## config.mk

```make
export PLATFORM = sky130hd
export DESIGN_NAME = mcu_buffer_reader
export DESIGN_NICKNAME = d
export VERILOG_FILES = /design/src/rtl/mcu_buffer_reader_pkg.sv /design/src/rtl/mcu_buffer_reader_skid.sv /design/src/rtl/mcu_buffer_reader.sv
export SDC_FILE = /design/constraint.sdc
export NUM_CORES = 1
export LEC_CHECK = 0
export CAP_MARGIN = 20
export CORE_MARGIN = 1
export CORE_UTILIZATION = 35
export CTS_CLUSTER_DIAMETER = 40
export CTS_CLUSTER_SIZE = 12
export DETAILED_ROUTE_END_ITERATION = 10
export DONT_BUFFER_PORTS = 1
export PLACE_DENSITY = 0.47
export SLEW_MARGIN = 20
export SYNTH_ARGS = -nofsm -noshare
export SYNTH_HDL_FRONTEND = slang
export SYNTH_HIERARCHICAL = 1
export SYNTH_SLANG_ARGS = --single-unit
```

## constraint.sdc

```tcl
create_clock -name clock -period 3.7 [get_ports clock]
set_input_delay 0.925 -clock clock [delete_from_list [all_inputs] [get_ports clock]]
set_output_delay 0.925 -clock clock [all_outputs]
set_load 0.1 [all_outputs]
```

## src/rtl/mcu_buffer_reader_pkg.sv

```systemverilog
// Layout constants and FSM encoding shared by the MCU buffer reader and the camera ingester.
package mcu_buffer_reader_pkg;

  localparam int MCU_PIX  = 64;
  localparam int MCU_EDGE = 8;

  typedef enum logic [1:0] {
    ST_IDLE  = 2'd0,
    ST_READ  = 2'd1,
    ST_DRAIN = 2'd2
  } rd_state_t;

  typedef struct packed {
    logic [7:0] data;
    logic       first;
    logic       last;
  } pix_t;

  localparam int PIX_W = $bits(pix_t);

endpackage

```

## src/rtl/mcu_buffer_reader_skid.sv

```systemverilog
// Two-entry skid FIFO between the EBR read pipe and the pixel stream; head is held until popped.
module mcu_skid_buffer
  import mcu_buffer_reader_pkg::*;
#(
  parameter int W = PIX_W
) (
  input  logic         clock,
  input  logic         reset,
  input  logic         in_valid,
  input  logic [W-1:0] in_data,
  output logic         out_valid,
  input  logic         out_ready,
  output logic [W-1:0] out_data,
  output logic [1:0]   count
);

  logic [W-1:0] mem [2];
  logic         wr_ptr, rd_ptr;
  logic         pop;

  assign pop       = out_valid && out_ready;
  assign out_valid = (count != 2'd0);
  assign out_data  = mem[rd_ptr];

  // The producer only issues a read when a slot is guaranteed, so push never sees a full buffer.
  always_ff @(posedge clock) begin
    if (in_valid) mem[wr_ptr] <= in_data;
  end

  always_ff @(posedge clock) begin
    if (reset) begin
      wr_ptr <= 1'b0;
      rd_ptr <= 1'b0;
      count  <= 2'd0;
    end else begin
      if (in_valid) wr_ptr <= ~wr_ptr;
      if (pop)      rd_ptr <= ~rd_ptr;
      count <= count + 2'(in_valid) - 2'(pop);
    end
  end

endmodule

```

## src/rtl/mcu_buffer_reader.sv

```systemverilog
// Streams one completed MCU row out of the EBR ping-pong buffer as a valid/ready pixel stream.
// Define MCU_BUFFER_READER_OVERRUN_EN to get a sticky flag for row events dropped while one is pending.
module mcu_buffer_reader
  import mcu_buffer_reader_pkg::*;
#(
  parameter int width_pix = 320,
  parameter int num_ebr   = 5,
  parameter int ebr_size  = 512,
  localparam int BW = (num_ebr > 1) ? $clog2(num_ebr) : 1,
  localparam int AW = $clog2(ebr_size)
) (
  input  logic                 clock,
  input  logic                 reset,
  input  logic                 frontbuffer_select,
  input  logic                 frame_active,
  output logic                 rd_en,
  output logic                 rd_buffer_select,
  output logic [BW-1:0]        rd_block_select,
  output logic [AW-1:0]        rd_addr,
  input  logic [8*num_ebr-1:0] rd_data,
  output logic                 pix_valid,
  input  logic                 pix_ready,
  output logic [7:0]           pix_data,
  output logic                 pix_first,
  output logic                 pix_last,
  output logic                 overrun
);

  localparam int         NGRP     = width_pix / (MCU_EDGE * num_ebr);
  localparam int         GW       = AW - $clog2(MCU_PIX);
  localparam logic [2:0] EDGE_MAX = 3'(MCU_EDGE - 1);

  rd_state_t     state, state_nxt;
  logic          fb_q, evt, start, pending, pend_half;
  logic [2:0]    px, py;
  logic [BW-1:0] blk, blk_q;
  logic [GW-1:0] grp;
  logic          last_addr, issue, pop, rd_vld, first_q, last_q;
  logic [1:0]    occ;
  logic [2:0]    fill;
  pix_t          push_pix, head;

  assign evt       = frame_active && (frontbuffer_select != fb_q);
  assign start     = evt || pending;
  assign pop       = pix_valid && pix_ready;
  assign last_addr = (px == EDGE_MAX) && (py == EDGE_MAX) &&
                     (blk == BW'(num_ebr - 1)) && (grp == GW'(NGRP - 1));
  // Counting this cycle's pop lets a read issue every cycle while the consumer keeps up.
  assign fill      = {1'b0, occ} + {2'b0, rd_vld} - {2'b0, pop};

  always_ff @(posedge clock) begin
    if (reset) state <= ST_IDLE;
    else       state <= state_nxt;
  end

  always_comb begin
    state_nxt = state;
    case (state)
      ST_IDLE:  if (start) state_nxt = ST_READ;
      ST_READ:  if (issue && last_addr) state_nxt = ST_DRAIN;
      ST_DRAIN: if (occ == 2'd0 && !rd_vld) state_nxt = ST_IDLE;
      default:  state_nxt = ST_IDLE;
    endcase
  end

  always_comb begin
    issue = (state == ST_READ) && (fill < 3'd2);
    rd_en = issue;
  end

  assign rd_block_select = blk;
  assign rd_addr         = {grp, py, px};

  always_ff @(posedge clock) fb_q <= frontbuffer_select;

  always_ff @(posedge clock) begin
    if (reset) begin
      pending          <= 1'b0;
      pend_half        <= 1'b0;
      rd_buffer_select <= 1'b0;
      px <= '0; py <= '0; blk <= '0; grp <= '0;
      rd_vld  <= 1'b0;
      blk_q   <= '0;
      first_q <= 1'b0;
      last_q  <= 1'b0;
    end else begin
      // The completed half is the value frontbuffer_select held before the toggle.
      if (state == ST_IDLE && start) begin
        pending          <= 1'b0;
        rd_buffer_select <= pending ? pend_half : fb_q;
      end else if (evt && !pending) begin
        pending   <= 1'b1;
        pend_half <= fb_q;
      end
      rd_vld <= issue;
      if (issue) begin
        blk_q   <= blk;
        first_q <= (px == 3'd0) && (py == 3'd0);
        last_q  <= (px == EDGE_MAX) && (py == EDGE_MAX);
        px      <= px + 3'd1;
        if (px == EDGE_MAX) begin
          py <= py + 3'd1;
          if (py == EDGE_MAX) begin
            if (blk == BW'(num_ebr - 1)) begin
              blk <= '0;
              grp <= (grp == GW'(NGRP - 1)) ? '0 : grp + 1'b1;
            end else begin
              blk <= blk + 1'b1;
            end
          end
        end
      end
    end
  end

  assign push_pix = '{data: rd_data[{blk_q, 3'b000} +: 8], first: first_q, last: last_q};

  mcu_skid_buffer #(.W(PIX_W)) u_skid (
    .clock     (clock),
    .reset     (reset),
    .in_valid  (rd_vld),
    .in_data   (push_pix),
    .out_valid (pix_valid),
    .out_ready (pix_ready),
    .out_data  (head),
    .count     (occ)
  );

  assign pix_data  = head.data;
  assign pix_first = pix_valid && head.first;
  assign pix_last  = pix_valid && head.last;

`ifdef MCU_BUFFER_READER_OVERRUN_EN
  logic overrun_q;
  always_ff @(posedge clock) begin
    if (reset)               overrun_q <= 1'b0;
    else if (evt && pending) overrun_q <= 1'b1;
  end
  assign overrun = overrun_q;
`else
  assign overrun = 1'b0;
`endif

endmodule
```

# After elaboration in Yosys (flattened, before gate mapping)
# Memory sizes are Yosys's and may differ from the RTL's. A register that Yosys moved wholly into a read port is not among the register bits.
# Cells that the tools add are included.
# W data, S select, Z words.
[totals]
ff_bits = 28
ramBits = 20
output_inout_bits = 26
word_cells = 78
n_memories = 1
[op_classes]
addsub = 8
order_cmp = 1
eq_ne = 10
shifts = 1
muxes = 11
bitwise_logic = 3
n_reduce_logical = 27
[mem_list]
columns = ["name", "words", "width", "read_ports", "rd_clocked_by_memory_dff", "write_ports", "line_no", "source"]
rows = [
  ["u_skid.mem", 2, 10, 1, 1, 1, "mcu_buffer_reader_skid.sv:17", "logic [W-1:0] mem [2];"],
]
[op_table]
columns = ["op", "count"]
rows = [
  ["$shiftx A40 B7 Y8", 1],
  ["$logic_and A1 B1 Y1", 13],
  ["$add A3 B1 Y3 const B", 4],
  ["$eq A3 B3 Y1 const B", 4],
  ["$logic_not A3 Y1", 2],
  ["$mux W2", 3],
  ["$mux W3", 2],
  ["$ne A2 B2 Y1 const B", 3],
  ["$pmux W2 S3", 1],
  ["$reduce_and A3 Y1", 2],
  ["$mux W1", 5],
  ["$logic_not A2 Y1", 2],
  ["$reduce_and A2 Y1", 2],
  ["$reduce_and A4 Y1", 1],
  ["$add A2 B1 Y3", 1],
  ["$lt A3 B2 Y1 const B", 1],
  ["$not A1 Y1", 3],
  ["$sub A3 B1 Y3", 1],
  ["$add A2 B1 Y2", 1],
  ["$eq A2 B1 Y1 const B", 1],
  ["$eq A2 B2 Y1 const B", 1],
  ["$logic_not A1 Y1", 2],
  ["$reduce_bool A2 Y1", 1],
  ["$reduce_or A2 Y1", 1],
  ["other kinds (3)", 3],
]

# Depth between registers and ports, before layout
[depth]
depth_word = 8
ltp_mapped = 9

# Modules after synthesis
# Netlist, hierarchy kept.
[modules_own_cells]
columns = ["mod", "n_inst", "cells_per_inst", "area_per_inst_um2", "seq_area_each_um2"]
rows = [
  ["mcu_buffer_reader", 1, 187, 1662.8, 480.5],
  ["mcu_skid_buffer", 1, 53, 972.2, 700.7],
]

# Worst setup path after synthesis
# Ideal clock, no wire load.
[synth_path]
path_type = "register -> output"
startpoint = "register u_skid.count[1]"
endpoint = "output rd_en"
arrival_ns = 3.723
path_slack_ns = -0.948
stages_incl_launch_ff = 9
cell_sequence = "dfxtp_1 or2_2 and2_1 ha_1 nand2b_1 fa_1 nand3b_4 buf_2 nor2_1"
[synth_between]
elab_chain_len = 5
[synth_lines]
columns = ["item", "line_no", "source"]
rows = [
  ["start: declaration", "mcu_buffer_reader_skid.sv:14", "output logic [1:0] count"],
  ["start signal: assignment", "mcu_buffer_reader_skid.sv:38", "count <= count + 2'(in_valid) - 2'(pop);"],
  ["$reduce_bool A2 Y1", "mcu_buffer_reader_skid.sv:22", "assign out_valid = (count != 2'd0);"],
  ["via pix_valid", "mcu_buffer_reader.sv:21", "output logic pix_valid,"],
  ["$logic_and A1 B1 Y1", "mcu_buffer_reader.sv:45", "assign pop = pix_valid && pix_ready;"],
  ["$sub A3 B1 Y3", "mcu_buffer_reader.sv:49", "assign fill = {1'b0, occ} + {2'b0, rd_vld} - {2'b0, pop};"],
  ["$lt A3 B2 Y1", "mcu_buffer_reader.sv:67", "issue = (state == ST_READ) && (fill < 3'd2);"],
  ["$logic_and A1 B1 Y1", "mcu_buffer_reader.sv:67", ""],
  ["end: declaration", "mcu_buffer_reader.sv:16", "output logic rd_en,"],
]
# The timed path passes the listed nets, and every way through them passes these cells.

# Worst setup path in the final report
[layout_path]
startpoint = "register u_skid.count[1]"
endpoint = "output rd_en"
[layout_between]
elab_chain_len = 5
[layout_lines]
columns = ["item", "line_no"]
rows = [
  ["parallel branches: the longest is 2 deep, another holds $add A2 B1 Y3", "--"],
  ["$sub A3 B1 Y3 *", "mcu_buffer_reader.sv:49"],
  ["$lt A3 B2 Y1 *", "mcu_buffer_reader.sv:67"],
  ["$logic_and A1 B1 Y1 *", "mcu_buffer_reader.sv:67"],
]
# Mark *: on every way between the ends.

==> flow_summary.json <==
{
  "outcome": "finished, final reports clean",
  "critPathRequiredTime_ns": 2.77,
  "power_density_nw_per_um2": 598,
  "hpwlAfterDp_um": 3890,
  "rsz0062_at_grt": "false",
  "gp_congestion": 0.715,
  "yosysSeqAreaShare_pct": 44.8,
  "synth_edf_count": 20,
  "cts_buffer_depth": 2,
  "syn_avg_cell_area_sq_um": 11.0,
  "rows": 31,
  "num_antenna_cells": 0,
  "antenna_left": 0,
  "yosysMostFrequentCell": "dfxtp_1",
  "wl_per_cell_um": 15.1,
  "cts_resized": 0,
  "worst_slack_ns": 0.221,
  "met3_usage_pct": 4.29,
  "finalSetupTns_ns": 0,
  "synth_area_sq_um": 2640,
  "grt-busiest-layer": "met2",
  "power_w": 0.00177,
  "reg2regPathDepth": 9,
  "cts_tree": "yes",
  "min_to": "u_skid/mem[0][0]",
  "ys.flop_type": "dfxtp_1",
  "holdBufCountCts": 0,
  "startpoint_type": "flop",
  "crit_family": "simple AND/OR/NAND/NOR gates",
  "syn_to_final_growth_pct": 12.6,
  "synth_cell_types": 52,
  "rrSetupSlack_ns": 0.81,
  "io_buffers": 0,
  "grtUsageMet1_pct": 17.9,
  "cts.sinks": 49,
  "reg2reg_to": "grp[0]",
  "worstHoldStart": "last_q",
  "final_util_pct": 40.9,
  "crit_type": "reg -> out",
  "yosysTopAreaCell": "edfxtp_1",
  "skew_ns": 0.0107,
  "worst_pin_slew_ns": 1.05,
  "drcViolationCount": 0,
  "hold_depth": 0,
  "clock_latency_ns": 0.30,
  "overflow": 0,
  "peakVddDrop_mv": 0.226,
  "cp-end-kind": "output port",
  "num-fill-cells": 705,
  "grt_use_total_pct": 13.9,
  "viasPerCell": 4.99,
  "postSynth.asyncResetShare_pct": 0,
  "dr.pass1.iters": 4,
  "worstPathArrival_ns": 2.55,
  "synthTopCellsByCount": "dfxtp_1, edfxtp_1, mux2i_1, ha_1, inv_1",
  "max_stage_delay_ns": 0.61,
  "htreeDepth": 2,
  "finalCriticalPeriod_ns": 3.48,
  "fin_crit_sh_pct": 94.0,
  "synth_top_cell_area_share_pct": 22.8,
  "path_buf_inv": 1,
  "cts_setup_buffers": 0,
  "cap_violations": 0,
  "hold_path_class": "reg -> reg",
  "cp_slowest_cell": "fa_2",
  "path_max_fanout": 7,
  "fin_nets": 309,
  "die_x_um": 88.8,
  "leakage_nw": 1.07,
  "layout-drive-gt1-share_pct": 21.5,
  "synth_nets": 299,
  "drt_iter0_drc": 60,
  "use_met2_pct": 22.4,
  "antenna_found_initial": 0,
  "start_util_pct": 36.3,
  "ys_warn_count": 6,
  "grt_max_degree": 33,
  "clock-root-buffer": "clkbuf_8",
  "grt_pass1_wl_um": 8290,
  "num_vias": 1745,
  "grt_pass1_vias": 1699,
  "io_pins": 71,
  "worstReg2RegStart": "u_skid/count[1]",
  "syn_inst": 240,
  "final-setup-viol-count": 0,
  "dp_slack_ns": 0.299,
  "wl_um": 5290,
  "slew_headroom_pct": 29.6,
  "cts_made_buffers": 5,
  "yosys-top-cells-area": "edfxtp_1, dfxtp_1, mux2i_1",
  "cp-startpoint": "u_skid/count[1]",
  "slew_violations": 0,
  "fmax_mhz": 287,
  "path_clk_slew_ns": 0.10,
  "core_area_sq_um": 7250,
  "die_y_um": 88.8,
  "synth_seq_cells": 49,
  "path_cells": "or2_4, and2_4, ha_4, nand2b_4, fa_2, nand3b_4, nor2_4, buf_12",
  "dieArea_sq_um": 7880,
  "hold_viol_final": 0
}
==> worst max-delay path by stage <==
| stage | cells past startpoint | to | slack [ns] |
|---|---|---|---|
| 2_1_floorplan | 7 | rd_en | 0.02 |
| 3_3_place_gp | 7 | rd_en | 0.29 |
| 3_5_place_dp | 7 | rd_en | 0.30 |
| 4_1_cts | 8 | rd_en | 0.19 |
| 5_1_grt | 8 | rd_en | 0.14 |
| 6_report | 8 | rd_en | 0.22 |
==> layout by cell type, fill, tap and decap left out, types with 9 or more instances in the layout <==
master	n
dfxtp_1	28
edfxtp_1	20
buf_4	17
inv_1	13
mux2i_1	19
mux2_2	11
a21oi_1	9
ha_1	12
o22ai_1	9
==> cell families (layout without fill, tap and decap cells) <==
kind of cell | after synthesis | count (layout) | synth area share, %
and+or+nand+nor | 59 | 59 | 13.9
muxes | 34 | 34 | 14.2
buffers and inverters | 29 | 40 | 4.80
DFF | 49 | 49 | 44.8
xor gates and xnor gates | 5 | 5 | 2.47
AOI/OAI and AO/OA | 49 | 49 | 12.8
adders and majority gates | 14 | 14 | 6.93
other | 1 | 1 | 0.142
==> area by class of cell <==
| cell class | count | area, sq um | share of cell area (%) |
|---|---|---|---|
| tap | 99 | 124 | 4.18 |
| clock inverter | 3 | 28.8 | 0.970 |
| clock buffer | 5 | 68.8 | 2.32 |
| sequential | 49 | 1180 | 39.9 |
| inverter | 14 | 52.6 | 1.77 |
| timing repair buffer | 18 | 148 | 4.98 |
| multi-input combinational | 162 | 1360 | 45.9 |
==> report_power, final <==
part           total, W  internal, W  switching, W  leakage (nW)
clock          0.000335     0.000142      0.000194        0.0506
combinational  0.000781     0.000238      0.000543         0.600
sequential     0.000658     0.000607     0.0000511         0.416
total           0.00177     0.000987      0.000787          1.07
==> per-layer routing <==
| metal | wire, um | share of wire (%) | vias to the layer above |
|---|---|---|---|
| met1 | 2540 | 48 | 818 |
| met4 | 35 | 0.66 | 0 |
| li1 | - | - | 897 |
| met3 | 279 | 5.3 | 2 |
| met5 | 0 | 0 | - |
| met2 | 2440 | 46 | 28 |
==> flip-flops by register name, indices dropped and copies added, names as in the netlist, 2 cells and up, named ones only <==
name	flops
u_skid/mem	20
state	2
u_skid/count	2
rd_block_select	3
px	3
blk_q	3
py	3
grp	3
==> through the flow <==
stage | instance area [sq um] | hold slack (ns) | cells
after global routing | 2970 | 0.503 | 350
final | 2970 | 0.469 | 350
after floorplan | 2680 | 0.419 | 240
after CTS | 2970 | 0.485 | 350
after global placement | 2870 | 0.456 | 342
after detailed placement | 2870 | 0.461 | 342
Power figures use the tool's default switching activity.
